$ cat src/rtl/lsu_mem_stage.sv
// Memory-access stage between EXU and WBU: one AXI4-Lite read or write per instruction,
// with store lane alignment, load extension and misaligned/bus-error exception reporting.
module lsu_mem_stage #(
  parameter logic [3:0] LD_MIS_CAUSE = 4'd4,
  parameter logic [3:0] LD_ERR_CAUSE = 4'd5,
  parameter logic [3:0] ST_MIS_CAUSE = 4'd6,
  parameter logic [3:0] ST_ERR_CAUSE = 4'd7
) (
  input  logic        i_clock,
  input  logic        i_reset,
  input  logic        i_valid,
  output logic        o_ready,
  input  logic        i_mem_ren,
  input  logic        i_mem_wen,
  input  logic [2:0]  i_mem_read_t,
  input  logic [3:0]  i_mem_wmask,
  input  logic [31:0] i_mem_addr,
  input  logic [31:0] i_mem_wdata,
  input  logic [31:0] i_result,
  input  logic [4:0]  i_reg_rd,
  input  logic        i_reg_wen,
  input  logic [31:0] i_pc,
  input  logic        i_exception,
  input  logic [3:0]  i_mcause,
  output logic        o_valid,
  input  logic        i_ready,
  output logic [31:0] o_result,
  output logic [4:0]  o_reg_rd,
  output logic        o_reg_wen,
  output logic [31:0] o_pc,
  output logic        o_exception,
  output logic [3:0]  o_mcause,
  output logic [31:0] o_araddr,
  output logic        o_arvalid,
  input  logic        i_arready,
  input  logic [31:0] i_rdata,
  input  logic [1:0]  i_rresp,
  input  logic        i_rvalid,
  output logic        o_rready,
  output logic [31:0] o_awaddr,
  output logic        o_awvalid,
  input  logic        i_awready,
  output logic [31:0] o_wdata,
  output logic [3:0]  o_wstrb,
  output logic        o_wvalid,
  input  logic        i_wready,
  input  logic [1:0]  i_bresp,
  input  logic        i_bvalid,
  output logic        o_bready
);

  localparam logic [2:0] StIdle  = 3'd0;
  localparam logic [2:0] StRaddr = 3'd1;
  localparam logic [2:0] StRdata = 3'd2;
  localparam logic [2:0] StWreq  = 3'd3;
  localparam logic [2:0] StWresp = 3'd4;
  localparam logic [2:0] StDone  = 3'd5;

  logic [2:0]  state_q, state_d;
  logic [2:0]  read_t_q, read_t_d;
  logic [31:0] addr_q, addr_d;
  logic [31:0] result_q, result_d;
  logic [4:0]  rd_q, rd_d;
  logic        reg_wen_q, reg_wen_d;
  logic [31:0] pc_q, pc_d;
  logic        exc_q, exc_d;
  logic [3:0]  mcause_q, mcause_d;
  logic        valid_q, valid_d;
  logic        arvalid_q, arvalid_d;
  logic        rready_q, rready_d;
  logic        awvalid_q, awvalid_d;
  logic        wvalid_q, wvalid_d;
  logic [31:0] wdata_q, wdata_d;
  logic [3:0]  wstrb_q, wstrb_d;
  logic        bready_q, bready_d;

  logic        accept;
  logic        ld_mis;
  logic        st_mis;
  logic [31:0] rshift;
  logic [31:0] load_val;

  assign o_ready = (state_q == StIdle) | ((state_q == StDone) & i_ready);
  assign accept  = i_valid & o_ready;

  assign ld_mis = i_mem_ren & (((i_mem_read_t[1:0] == 2'b01) & i_mem_addr[0]) |
                               ((i_mem_read_t[1:0] == 2'b10) & (|i_mem_addr[1:0])));
  assign st_mis = i_mem_wen & (((i_mem_wmask == 4'b0011) & i_mem_addr[0]) |
                               ((i_mem_wmask == 4'b1111) & (|i_mem_addr[1:0])));

  assign rshift = i_rdata >> {addr_q[1:0], 3'b000};

  always_comb begin
    load_val = rshift;
    case (read_t_q)
      3'b000:  load_val = {{24{rshift[7]}}, rshift[7:0]};
      3'b001:  load_val = {{16{rshift[15]}}, rshift[15:0]};
      3'b100:  load_val = {24'd0, rshift[7:0]};
      3'b101:  load_val = {16'd0, rshift[15:0]};
      default: load_val = rshift;
    endcase
  end

  always_comb begin
    state_d   = state_q;
    read_t_d  = read_t_q;
    addr_d    = addr_q;
    result_d  = result_q;
    rd_d      = rd_q;
    reg_wen_d = reg_wen_q;
    pc_d      = pc_q;
    exc_d     = exc_q;
    mcause_d  = mcause_q;
    valid_d   = valid_q;
    arvalid_d = arvalid_q;
    rready_d  = rready_q;
    awvalid_d = awvalid_q;
    wvalid_d  = wvalid_q;
    wdata_d   = wdata_q;
    wstrb_d   = wstrb_q;
    bready_d  = bready_q;

    case (state_q)
      StRaddr: begin
        if (i_arready) begin
          arvalid_d = 1'b0;
          rready_d  = 1'b1;
          state_d   = StRdata;
        end
      end
      StRdata: begin
        if (i_rvalid) begin
          rready_d = 1'b0;
          valid_d  = 1'b1;
          state_d  = StDone;
          if (i_rresp != 2'b00) begin
            exc_d    = 1'b1;
            mcause_d = LD_ERR_CAUSE;
            result_d = 32'd0;
          end else begin
            result_d = load_val;
          end
        end
      end
      StWreq: begin
        // AW and W complete independently; move on once neither is outstanding.
        if (i_awready) awvalid_d = 1'b0;
        if (i_wready) wvalid_d = 1'b0;
        if (!awvalid_d && !wvalid_d) begin
          bready_d = 1'b1;
          state_d  = StWresp;
        end
      end
      StWresp: begin
        if (i_bvalid) begin
          bready_d = 1'b0;
          valid_d  = 1'b1;
          state_d  = StDone;
          if (i_bresp != 2'b00) begin
            exc_d    = 1'b1;
            mcause_d = ST_ERR_CAUSE;
          end
        end
      end
      StDone: begin
        if (i_ready) begin
          valid_d = 1'b0;
          state_d = StIdle;
        end
      end
      default: ;
    endcase

    // A new accept in DONE overrides the retire above.
    if (accept) begin
      addr_d    = i_mem_addr;
      read_t_d  = i_mem_read_t;
      rd_d      = i_reg_rd;
      reg_wen_d = i_reg_wen;
      pc_d      = i_pc;
      result_d  = i_result;
      exc_d     = 1'b0;
      mcause_d  = 4'd0;
      valid_d   = 1'b0;
      if (i_exception) begin
        exc_d    = 1'b1;
        mcause_d = i_mcause;
        valid_d  = 1'b1;
        state_d  = StDone;
      end else if (ld_mis || st_mis) begin
        exc_d    = 1'b1;
        mcause_d = i_mem_ren ? LD_MIS_CAUSE : ST_MIS_CAUSE;
        valid_d  = 1'b1;
        state_d  = StDone;
      end else if (i_mem_ren) begin
        arvalid_d = 1'b1;
        state_d   = StRaddr;
      end else if (i_mem_wen) begin
        awvalid_d = 1'b1;
        wvalid_d  = 1'b1;
        wdata_d   = i_mem_wdata << {i_mem_addr[1:0], 3'b000};
        wstrb_d   = i_mem_wmask << i_mem_addr[1:0];
        state_d   = StWreq;
      end else begin
        valid_d = 1'b1;
        state_d = StDone;
      end
    end
  end

  always_ff @(posedge i_clock or posedge i_reset) begin
    if (i_reset) begin
      state_q   <= StIdle;
      read_t_q  <= 3'd0;
      addr_q    <= 32'd0;
      result_q  <= 32'd0;
      rd_q      <= 5'd0;
      reg_wen_q <= 1'b0;
      pc_q      <= 32'd0;
      exc_q     <= 1'b0;
      mcause_q  <= 4'd0;
      valid_q   <= 1'b0;
      arvalid_q <= 1'b0;
      rready_q  <= 1'b0;
      awvalid_q <= 1'b0;
      wvalid_q  <= 1'b0;
      wdata_q   <= 32'd0;
      wstrb_q   <= 4'd0;
      bready_q  <= 1'b0;
    end else begin
      state_q   <= state_d;
      read_t_q  <= read_t_d;
      addr_q    <= addr_d;
      result_q  <= result_d;
      rd_q      <= rd_d;
      reg_wen_q <= reg_wen_d;
      pc_q      <= pc_d;
      exc_q     <= exc_d;
      mcause_q  <= mcause_d;
      valid_q   <= valid_d;
      arvalid_q <= arvalid_d;
      rready_q  <= rready_d;
      awvalid_q <= awvalid_d;
      wvalid_q  <= wvalid_d;
      wdata_q   <= wdata_d;
      wstrb_q   <= wstrb_d;
      bready_q  <= bready_d;
    end
  end

  assign o_valid     = valid_q;
  assign o_result    = result_q;
  assign o_reg_rd    = rd_q;
  assign o_reg_wen   = reg_wen_q & ~exc_q;
  assign o_pc        = pc_q;
  assign o_exception = exc_q;
  assign o_mcause    = mcause_q;
  assign o_araddr    = addr_q;
  assign o_arvalid   = arvalid_q;
  assign o_rready    = rready_q;
  assign o_awaddr    = addr_q;
  assign o_awvalid   = awvalid_q;
  assign o_wdata     = wdata_q;
  assign o_wstrb     = wstrb_q;
  assign o_wvalid    = wvalid_q;
  assign o_bready    = bready_q;

endmodule

$ cat config.mk
export PLATFORM = sky130hd
export DESIGN_NAME = lsu_mem_stage
export DESIGN_NICKNAME = d
export VERILOG_FILES = /design/src/rtl/lsu_mem_stage.sv
export SDC_FILE = /design/constraint.sdc
export NUM_CORES = 1
export LEC_CHECK = 0
export CORE_AREA = 2 2 144 146
export DETAILED_ROUTE_END_ITERATION = 8
export DIE_AREA = 0 0 146 148
export PLACE_DENSITY = 0.77
export SETUP_SLACK_MARGIN = 0.05
export SYNTH_ARGS = -nofsm -noshare
export SYNTH_HDL_FRONTEND = slang
export SYNTH_SLANG_ARGS = --single-unit
export TNS_END_PERCENT = 50
$ cat constraint.sdc
create_clock -name i_clock -period 8.52 [get_ports i_clock]
set_input_delay 1.278 -clock i_clock [delete_from_list [all_inputs] [get_ports i_clock]]
set_output_delay 1.278 -clock i_clock [all_outputs]
set_load 0.03 [all_outputs]
# Word level (Yosys, flattened, before mapping)
# Cells that the tools add are included.
# totals
register_bits	155
# op_classes
eq_ne	23
n_shift	3
n_mux	70
n_bitwise	16
n_reduce_logical	23
# op_table
op	n
2-to-1 mux 32 bit	4
case mux 32 bit (4 select lines)	1
2-to-1 mux 1 bit	41
2-to-1 mux 3 bit	11
left shift 32 x 5 -> 32 bit	1
right shift 32 x 5 -> 32 bit	1
2-to-1 mux 4 bit	6
inequality test 3 bit, second input constant	7
case mux 3 bit (5 select lines)	1
== test 3 bit, second input constant	4
nonzero test 2 bit	6
AND reduction 5 bit	2
bitwise AND 1 bit	9
inequality test 2 bit, second input constant	4
case mux 4 bit (2 select lines)	1
== test 3 x 1 -> 1 bit, second input constant	2
== test 3 x 2 -> 1 bit, second input constant	2
logical NOT 3 bit	2
case mux 1 bit (2 select lines)	3
AND reduction 3 bit	2
AND reduction 6 bit	1
nonzero test 6 bit	1
== test 4 x 2 -> 1 bit, second input constant	1
== test 4 bit, second input constant	1
other kinds (15)	21

# Longest topological paths before layout
# Gate-level depths: netlist of the first run.
# logic_depth
ltp_word	8
mapped_depth	8
ltp_nobuf	5

# Worst setup path before layout of the first run
# Ideal clock, no wire load.
# synth_path
kind	in2out
from	in i_ready
to	out o_ready
arrival_time_ns	1.878
t_required_ns	7.242
slack_ns	5.364
path_stages	2
path_buffers	0
path_cell_list	nand3_1 -> a21oi_1
# synth_via
elab_chain_len	2
# synth_rtl
item	line	text
start, declared	26	input logic i_ready,
bitwise AND 1 bit	83	assign o_ready = (state_q == StIdle) | ((state_q == StDone) & i_ready);
bitwise OR 1 bit	83	
end, declared	12	output logic o_ready,
# No other way between the ends.

# Final worst setup path of the first run
# Ends and elaborated chain as after synthesis.

==> results of run 1 <==
[cell usage after synthesis (2+ instances only)]
library cell / number / area, um^2
a211oi_1: 21 / 158
o31a_1: 2 / 17.5
a21oi_2: 3 / 26.3
o21ai_1: 4 / 20.0
nand2b_1: 6 / 37.5
buf_1: 4 / 15.0
dfrtp_1: 155 / 3880
o31ai_1: 15 / 113
nor2_1: 27 / 101
a31oi_1: 2 / 12.5
o21ai_0: 49 / 245
mux2_2: 82 / 923
xor2_1: 2 / 17.5
inv_1: 6 / 22.5
a21oi_1: 39 / 195
o21a_1: 7 / 52.6
buf_4: 33 / 248
o22ai_1: 2 / 12.5
buf_2: 22 / 110
or2_1: 3 / 18.8
mux2i_1: 36 / 360
nand2_1: 64 / 240
a221o_1: 15 / 150
o21ba_2: 2 / 20.0
a22oi_1: 18 / 135
nor3_1: 5 / 25.0
buf_6: 3 / 33.8
nand3_1: 4 / 20.0
nor2b_1: 26 / 163
clkbuf_1: 19 / 71.3
a211oi_2: 2 / 25.0
[area by class of cell]
class                   count  area [um^2]  area share
flip-flops and latches    155         3880       0.325
inverters                   7         31.3     0.00262
multi-input cells         455         3300       0.276
well taps                 270          338      0.0283
clock buffers              20          447      0.0374
clock inverters            12          138      0.0115
repair buffers            383         3810       0.319
[per-stage QoR]
step           cell area [um^2]  utilization
3_3_place_gp              11400        0.567
2_1_floorplan              7670            -
6_report                  11900        0.596
5_1_grt                   11900        0.596
4_1_cts                   11900        0.596
3_5_place_dp              11400        0.567
[worst max-delay path by stage]
stage	startpoint	endpoint	cells after the start
after detailed placement	i_ready	o_ready	4
after floorplan	i_reset	o_araddr[0]$_DFFE_PP0P_	1
after global placement	i_ready	o_ready	4
after CTS	i_ready	o_ready	4
after global routing	i_ready	o_ready	4
final	i_ready	o_ready	4
[worst max-delay path, cell delays in order]
cell and delay [ns]:
clkdlybuf4s50_1 0.47, nand3_1 0.14, a21oi_1 0.19, clkdlybuf4s50_1 0.69
[report_power, final]
| group | switching [mW] | internal, mW | total (mW) | leakage [nW] |
|---|---|---|---|---|
| sequential | 0.255 | 1.08 | 1.33 | 1.91 |
| clock | 0.318 | 0.442 | 0.760 | 0.270 |
| combinational | 1.48 | 1.18 | 2.66 | 2.67 |
[registers in the layout (all words and copies together), names as in the netlist, 3 cells and up]
register / flops
o_pc: 32
o_reg_rd: 5
o_result: 32
o_araddr: 32
o_mcause: 4
o_wstrb: 4
state_q: 3
o_wdata: 32
read_t_q: 3
[routing by layer]
metal | GRT usage | share of wire
met2 | 0.366 | 0.49
met3 | 0.0556 | 0.063
met1 | 0.275 | 0.41
met4 | 0.0937 | 0.034
met5 | 0 | 0
[logic make-up after synthesis]
kind of cell | after synthesis | synth area share
AOI/OAI and AO/OA | 188 | 0.165
xor gates and xnor gates | 3 | 0.00342
buffers and inverters | 89 | 0.0664
DFF | 155 | 0.505
muxes | 119 | 0.169
and+or+nand+nor | 145 | 0.0900
==> impl_metrics.yaml, run 1 <==
timing:
  period_minus_slack_ns: 4.05
  slew_viol_final: 0
  rsz0062_at_grt: "false"
  worst_pin_slew_ns: 0.897
  setup_slack_ns: 4.47
  maxSlewHeadroom: 0.402
  finalHoldViolCount: 0
  fmax_ghz: 0.247
  finClkSkew_ns: 0.0110
  holdWs_ns: 0.481
  setup_viol: 0
  post-route-period-util: 0.476
  tns_ns: 0
setup_path:
  reg2reg_depth: 5
  critPathRequiredTime_ns: 7.24
  critical_path_class: "primary input to primary output"
  critPathMaxFanout: 2
  rr_startpoint: "state_q[2]$_DFFE_PP0P_"
  r2r-end: "o_araddr[0]$_DFFE_PP0P_"
  cp.arrival_ns: 2.78
  startpoint_type: "primary input"
  crit_path_end_kind: "primary output"
  r2r_slack_ns: 5.60
global_route:
  grt_pass1_vias: 6810
  gr-usage-all-layers: 0.220
  grt_max_degree: 95
  grt_pass1_wl_um: 37600
  gr-total-overflow: 0
  antenna_found_initial: 0
clocking:
  cts-htree-levels: 4
  ctsRootBufferMaster: "clkbuf_16"
  holdBufCountCts: 0
  postCtsSetupBuffers: 0
  cts.clk_slew.worst_paths_ns: 0.07
  clockBufferDepth: 2
  worst_skew_pair.late_latency_ns: 0.42
  clock-sinks: 155
  cts_tree: "built"
  numCtsBuffers: 17
  cts_resized: 0
synth:
  synth_edf_count: 0
  ys.flop_type: "dfrtp_1"
  synth_seq_cells: 155
  syn_avg_cell_area_um2: 11.0
  synth.yosys.seq_area_share: 0.505
  synth_fp_nets: 892
  synth_cells: 699
  async_flop_share: 1.00
  ys_types: 52
  synth_warnings: 0
  netlist_area_um2: 7670
placement:
  gp_congestion: 0.840
  port_buffers: 374
  dp_hpwl_um: 18200
  place_inst: 1270
  pre_cts_slack_ns: 4.47
floorplanning:
  io_pins: 375
  die_w_um: 146
  floorplan.initialDensity: 0.383
  num_rows: 52
  die_area_um2: 21600
  core_area_um2: 20000
  die_h_um: 148
min_path:
  min_from: "o_wdata[15]$_DFFE_PP0P_"
  min_to: "o_wdata[15]$_DFFE_PP0P_"
  hold_class: "register to register"
  hold_depth: 2
finish:
  final_common_cell: "clkdlybuf4s50_1"
  diodes: 0
  fin_cells: 1302
  final_cell_mix: "clkdlybuf4s50_1, dfrtp_1, mux2_2"
  synthToLayoutAreaGrowth_pct: 55.7
  drive_above_1_share: 0.133
  num-nets-final: 1212
  n_fill_cell: 1724
detailed_routing:
  wl_per_cell_um: 18.7
  drc: 0
  route.vias.total: 6715
  first_pass_iters: 5
  ant_nets: 0
  wirelength_um: 24400
  drt_iter0_markers: 303
  vias_per_cell: 5.16
outcome:
  status: "finished, final reports clean"
power:
  finalPower_mw: 4.75
  leakagePower_nw: 4.86
  ir_worst_vdd_mv: 0.249
  p_per_area_nw_per_um2: 397
flow_run:
  cap_violations: 0
(Power assumes the default switching activity.)
==> run 2, diff against run 1 <==
CORE_AREA = unset   (was 2 2 144 146)
CORE_UTILIZATION = 37   (was unset)
DIE_AREA = unset   (was 0 0 146 148)
clock period = 3.6 ns   (was 8.52 ns; I/O delays follow)
==> impl_metrics.yaml, run 2 (same netlist as run 1, synthesis figures left out) <==
setup_path:
  path_buf_inv: 1
  crit_path_cell_trace: "or2_1 > a21oi_1 > clkdlybuf4s50_1"
  critPathRequiredTime_ns: 3.06
  critPathMaxFanout: 15
  cp_slowest_cell: "clkdlybuf4s50_1"
  startpoint_type: "register"
  crit_family: "buffers and inverters"
  critical_path_class: "register to primary output"
  cp.arrival_ns: 2.19
  cpPeakStageDelay_ns: 0.71
  crit_path_end_kind: "primary output"
min_path:
  hold_class: "register to register"
global_route:
  grt_pass1_vias: 6798
  antenna_found_initial: 0
  grt_pass1_wl_um: 37300
  gr-usage-all-layers: 0.226
  grt_max_degree: 118
  gr-total-overflow: 0
clocking:
  cts_tree: "built"
  numCtsBuffers: 17
  ctsRootBufferMaster: "clkbuf_16"
  cts_resized: 0
  clock-sinks: 155
  worst_skew_pair.late_latency_ns: 0.43
  holdBufCountCts: 0
  cts-htree-levels: 4
  clockBufferDepth: 2
  cts.clk_slew.worst_paths_ns: 0.06
  postCtsSetupBuffers: 0
timing:
  finClkSkew_ns: 0.0106
  maxSlewHeadroom: 0.424
  worst_pin_slew_ns: 0.862
  setup_viol: 0
  tns_ns: 0
  rsz0062_at_grt: "false"
  finalHoldViolCount: 0
  period_minus_slack_ns: 2.73
  post-route-period-util: 0.760
  fmax_ghz: 0.366
  slew_viol_final: 0
power:
  p_clk_frac: 0.154
  p_per_area_nw_per_um2: 930
  seqPwrFrac: 0.283
  ir_worst_vdd_mv: 0.645
  switching_share: 0.438
  combPwrFrac: 0.563
  p_int_mw: 6.28
  leakagePower_nw: 4.89
  p_sw_mw: 4.90
placement:
  gp_congestion: 0.868
  dp_hpwl_um: 18100
  port_buffers: 374
detailed_routing:
  vias_per_cell: 5.10
  wl_met3_um: 1560
  m1WireLength_um: 9970
  first_pass_iters: 4
  wirelength_um: 24200
  wl_per_cell_um: 18.5
  top_layer: "met4"
  drc: 0
  wl_met2_um: 12000
  route.vias.total: 6664
  drt_iter0_markers: 290
  ant_nets: 0
finish:
  synthToLayoutAreaGrowth_pct: 56.6
  final_common_cell: "clkdlybuf4s50_1"
  fin_util: 0.592
  num-nets-final: 1217
  final_cell_mix: "clkdlybuf4s50_1, dfrtp_1, mux2_2"
  drive_above_1_share: 0.141
  diodes: 0
  n_fill_cell: 1717
  regArea_um2: 3880
  multi_input_area_um2: 3300
flow_run:
  cap_violations: 0
floorplanning:
  floorplan.initialDensity: 0.378
  core_area_um2: 20300
  die_w_um: 146
  num_rows: 52
  die_h_um: 146
  io_pins: 375
  die_area_um2: 21300
outcome:
  status: "finished, final reports clean"
## run 2: changes by cell type in the layout (fill, tap and decap cells not counted), sizes merged
cell	delta
inv	+3
clkdlybuf4s50	-2
clkinv	+1
clkbuf	-2
buf	+7
bufinv	-2
## run 2: power groups by stage
stage / combinational [mW] / clock (mW) / sequential, mW
finish: 6.29 / 1.72 / 3.16
global route: 6.61 / 1.83 / 3.27
CTS: 6.33 / 1.76 / 3.17
detailed placement: 6.30 / 0 / 3.19
global placement: 6.24 / 0 / 3.16
floorplan: 2.54 / 0 / 4.53
## run 2: per-layer routing
metal | vias to the layer above | global-route usage
met3 | 42 | 0.0569
li1 | 3136 | -
met5 | - | 0
met1 | 3212 | 0.275
met4 | 0 | 0.0870
met2 | 274 | 0.387
## run 2: final cells by class
cell class / count / share of cell area
clock inverters: 14 / 0.0104
multi-input cells: 455 / 0.275
inverters: 7 / 0.00250
repair buffers: 388 / 0.325
clock buffers: 18 / 0.0366
flip-flops and latches: 155 / 0.323
well taps: 270 / 0.0281
## run 2: stage by stage
step / cell area, um^2 / total power, mW / cells / worst slack [ns] / hold slack, ns
floorplan: 7680 / 7.07 / 699 / 1.10 / 0.473
detailed placement: 11500 / 9.49 / 1275 / 0.798 / 0.472
global placement: 11500 / 9.40 / 1275 / 0.903 / 0.463
finish: 12000 / 11.2 / 1307 / 0.865 / 0.485
global route: 12000 / 11.7 / 1307 / 0.779 / 0.504
CTS: 12000 / 11.3 / 1307 / 0.845 / 0.487
## run 2: path summary, 6_finish.rpt
check,start,end,slack (ns),cells after the start
min in group asynchronous,i_reset,o_wdata[13]$_DFFE_PP0P_,0.64,2
hold reg to reg,o_wdata[3]$_DFFE_PP0P_,o_wdata[3]$_DFFE_PP0P_,0.48,2
max in group asynchronous,i_reset,o_mcause[0]$_DFFE_PP0P_,2.23,3
setup reg to reg,state_q[2]$_DFFE_PP0P_,o_wdata[9]$_DFFE_PP0P_,1.15,6
hold / removal,o_wdata[3]$_DFFE_PP0P_,o_wdata[3]$_DFFE_PP0P_,0.48,2
setup / recovery,state_q[2]$_DFFE_PP0P_,o_ready,0.87,3
## run 2: tightest hold or removal path, stage by stage, from the launching register on
cell     delay (ns)
dfrtp_1        0.34
nand2_1        0.05
o21ai_0        0.06
==> run 3, diff against run 2 <==
CORE_AREA = 2 2 144 146   (was unset)
CORE_UTILIZATION = unset   (was 37)
DIE_AREA = 0 0 146 148   (was unset)
clock period = 2.68 ns   (was 3.6 ns; I/O delays follow)
==> impl_metrics.yaml, run 3 (same netlist as run 1, synthesis figures left out) <==
power:
  ir_worst_vdd_mv: 0.713
  switching_share: 0.432
  seqPwrFrac: 0.276
  p_per_area_nw_per_um2: 1260
  combPwrFrac: 0.562
  leakagePower_nw: 4.91
  p_int_mw: 8.65
  p_clk_frac: 0.162
  p_sw_mw: 6.58
floorplanning:
  die_area_um2: 21600
  die_w_um: 146
  num_rows: 52
  io_pins: 375
  floorplan.initialDensity: 0.383
  die_h_um: 148
  core_area_um2: 20000
finish:
  num-nets-final: 1218
  finalInstanceArea_um2: 12100
  final_common_cell: "clkdlybuf4s50_1"
  synthToLayoutAreaGrowth_pct: 57.3
  final_cell_mix: "clkdlybuf4s50_1, dfrtp_1, mux2_2"
  drive_above_1_share: 0.141
timing:
  setup_viol: 0
  post-route-period-util: 0.936
  holdWs_ns: 0.459
  rsz0062_at_grt: "false"
  worst_pin_slew_ns: 0.818
  period_minus_slack_ns: 2.51
  slew_viol_final: 0
  fmax_ghz: 0.399
  tns_ns: 0
  maxSlewHeadroom: 0.455
  finClkSkew_ns: 0.0118
  finalHoldViolCount: 0
placement:
  detailed_place.area_um2: 11500
  dp_hpwl_um: 18700
  port_buffers: 374
  gp_congestion: 0.896
detailed_routing:
  drt_iter0_markers: 351
  vias_per_cell: 5.11
  drc: 0
  wl_per_cell_um: 19.0
  route.vias.total: 6684
  first_pass_iters: 5
  wirelength_um: 24800
  ant_nets: 0
global_route:
  gr-usage-all-layers: 0.228
  use_met1: 0.284
  gr-total-overflow: 0
  grt_pass1_vias: 6863
  grt_max_degree: 135
  grt_pass1_wl_um: 38500
  antenna_found_initial: 1
  grtUsageMet3: 0.0599
  use_met2: 0.376
  busiest_layer: "met2"
clocking:
  cts_tree: "built"
  ctsRootBufferMaster: "clkbuf_16"
  worst_skew_pair.late_latency_ns: 0.42
  numCtsBuffers: 17
  clockBufferDepth: 2
  cts-htree-levels: 4
  clock-sinks: 155
  cts.clk_slew.worst_paths_ns: 0.06
flow_run:
  cap_violations: 0
setup_path:
  critPathMaxFanout: 13
  cp.arrival_ns: 2.11
  critical_path_class: "register to primary output"
  crit_path_end_kind: "primary output"
  critPathRequiredTime_ns: 2.28
  startpoint_type: "register"
outcome:
  status: "finished, final reports clean"
min_path:
  hold_class: "primary input to asynchronous set/reset pin"
[run 3: worst paths after layout]
path	start	end	slack, ns	depth (start not counted)
setup / recovery	state_q[0]$_DFFE_PP0P_	o_ready	0.17	3
max in group asynchronous	i_reset	o_result[12]$_DFFE_PP0P_	1.48	3
min in group i_clock	o_wdata[13]$_DFFE_PP0P_	o_wdata[13]$_DFFE_PP0P_	0.48	2
hold / removal	i_reset	o_wdata[8]$_DFFE_PP0P_	0.46	3
hold reg to reg	o_wdata[13]$_DFFE_PP0P_	o_wdata[13]$_DFFE_PP0P_	0.48	2
setup reg to reg	o_araddr[0]$_DFFE_PP0P_	o_result[8]$_DFFE_PP0P_	0.42	5
[run 3: layer usage]
layer / up-vias / routed length [um]
li1: 3145 / -
met1: 3216 / 10100
met2: 264 / 12200
met3: 59 / 1680
met4: 0 / 819
met5: - / 0
[run 3: area by class of cell]
| class | count | area (um^2) |
|---|---|---|
| Multi-Input combinational cell | 455 | 3300 |
| Sequential cell | 155 | 3880 |
| Timing Repair Buffer | 389 | 3920 |
| Clock inverter | 14 | 160 |
| Inverter | 7 | 30.0 |
| Clock buffer | 18 | 439 |
| Fill cell | 1702 | 7970 |
| Antenna cell | 1 | 2.50 |
| Tap cell | 270 | 338 |
[run 3: critical path, cell delays in order (launching register included)]
cell             delay, ns
dfrtp_1               0.51
or2_1                 0.34
a21oi_1               0.15
clkdlybuf4s50_1       0.69
[run 3: metrics by stage]
stage,utilization,std cells,power (mW),worst slack (ns)
final,0.602,1309,15.2,0.171
after global routing,0.602,1308,16.0,0.0526
after CTS,0.602,1308,15.4,0.110
after detailed placement,0.572,1276,12.8,0.277
after global placement,0.572,1276,12.7,0.311
after floorplan,-,699,9.49,0.319
[run 3: repair_timing]
item                                    CTS  global route
endpoints found under the setup margin    0             1
endpoints found under the hold margin     0             0
hold buffers                              0             0
gates resized for setup                   0             1
setup buffers                             0             0
[run 3: power groups by stage]
| stage | Sequential [mW] | Combinational (mW) | Clock, mW |
|---|---|---|---|
| after floorplan | 6.08 | 3.41 | 0 |
| after global placement | 4.20 | 8.51 | 0 |
| after detailed placement | 4.23 | 8.61 | 0 |
| after CTS | 4.21 | 8.63 | 2.52 |
| after global routing | 4.35 | 9.02 | 2.63 |
| final | 4.20 | 8.57 | 2.46 |
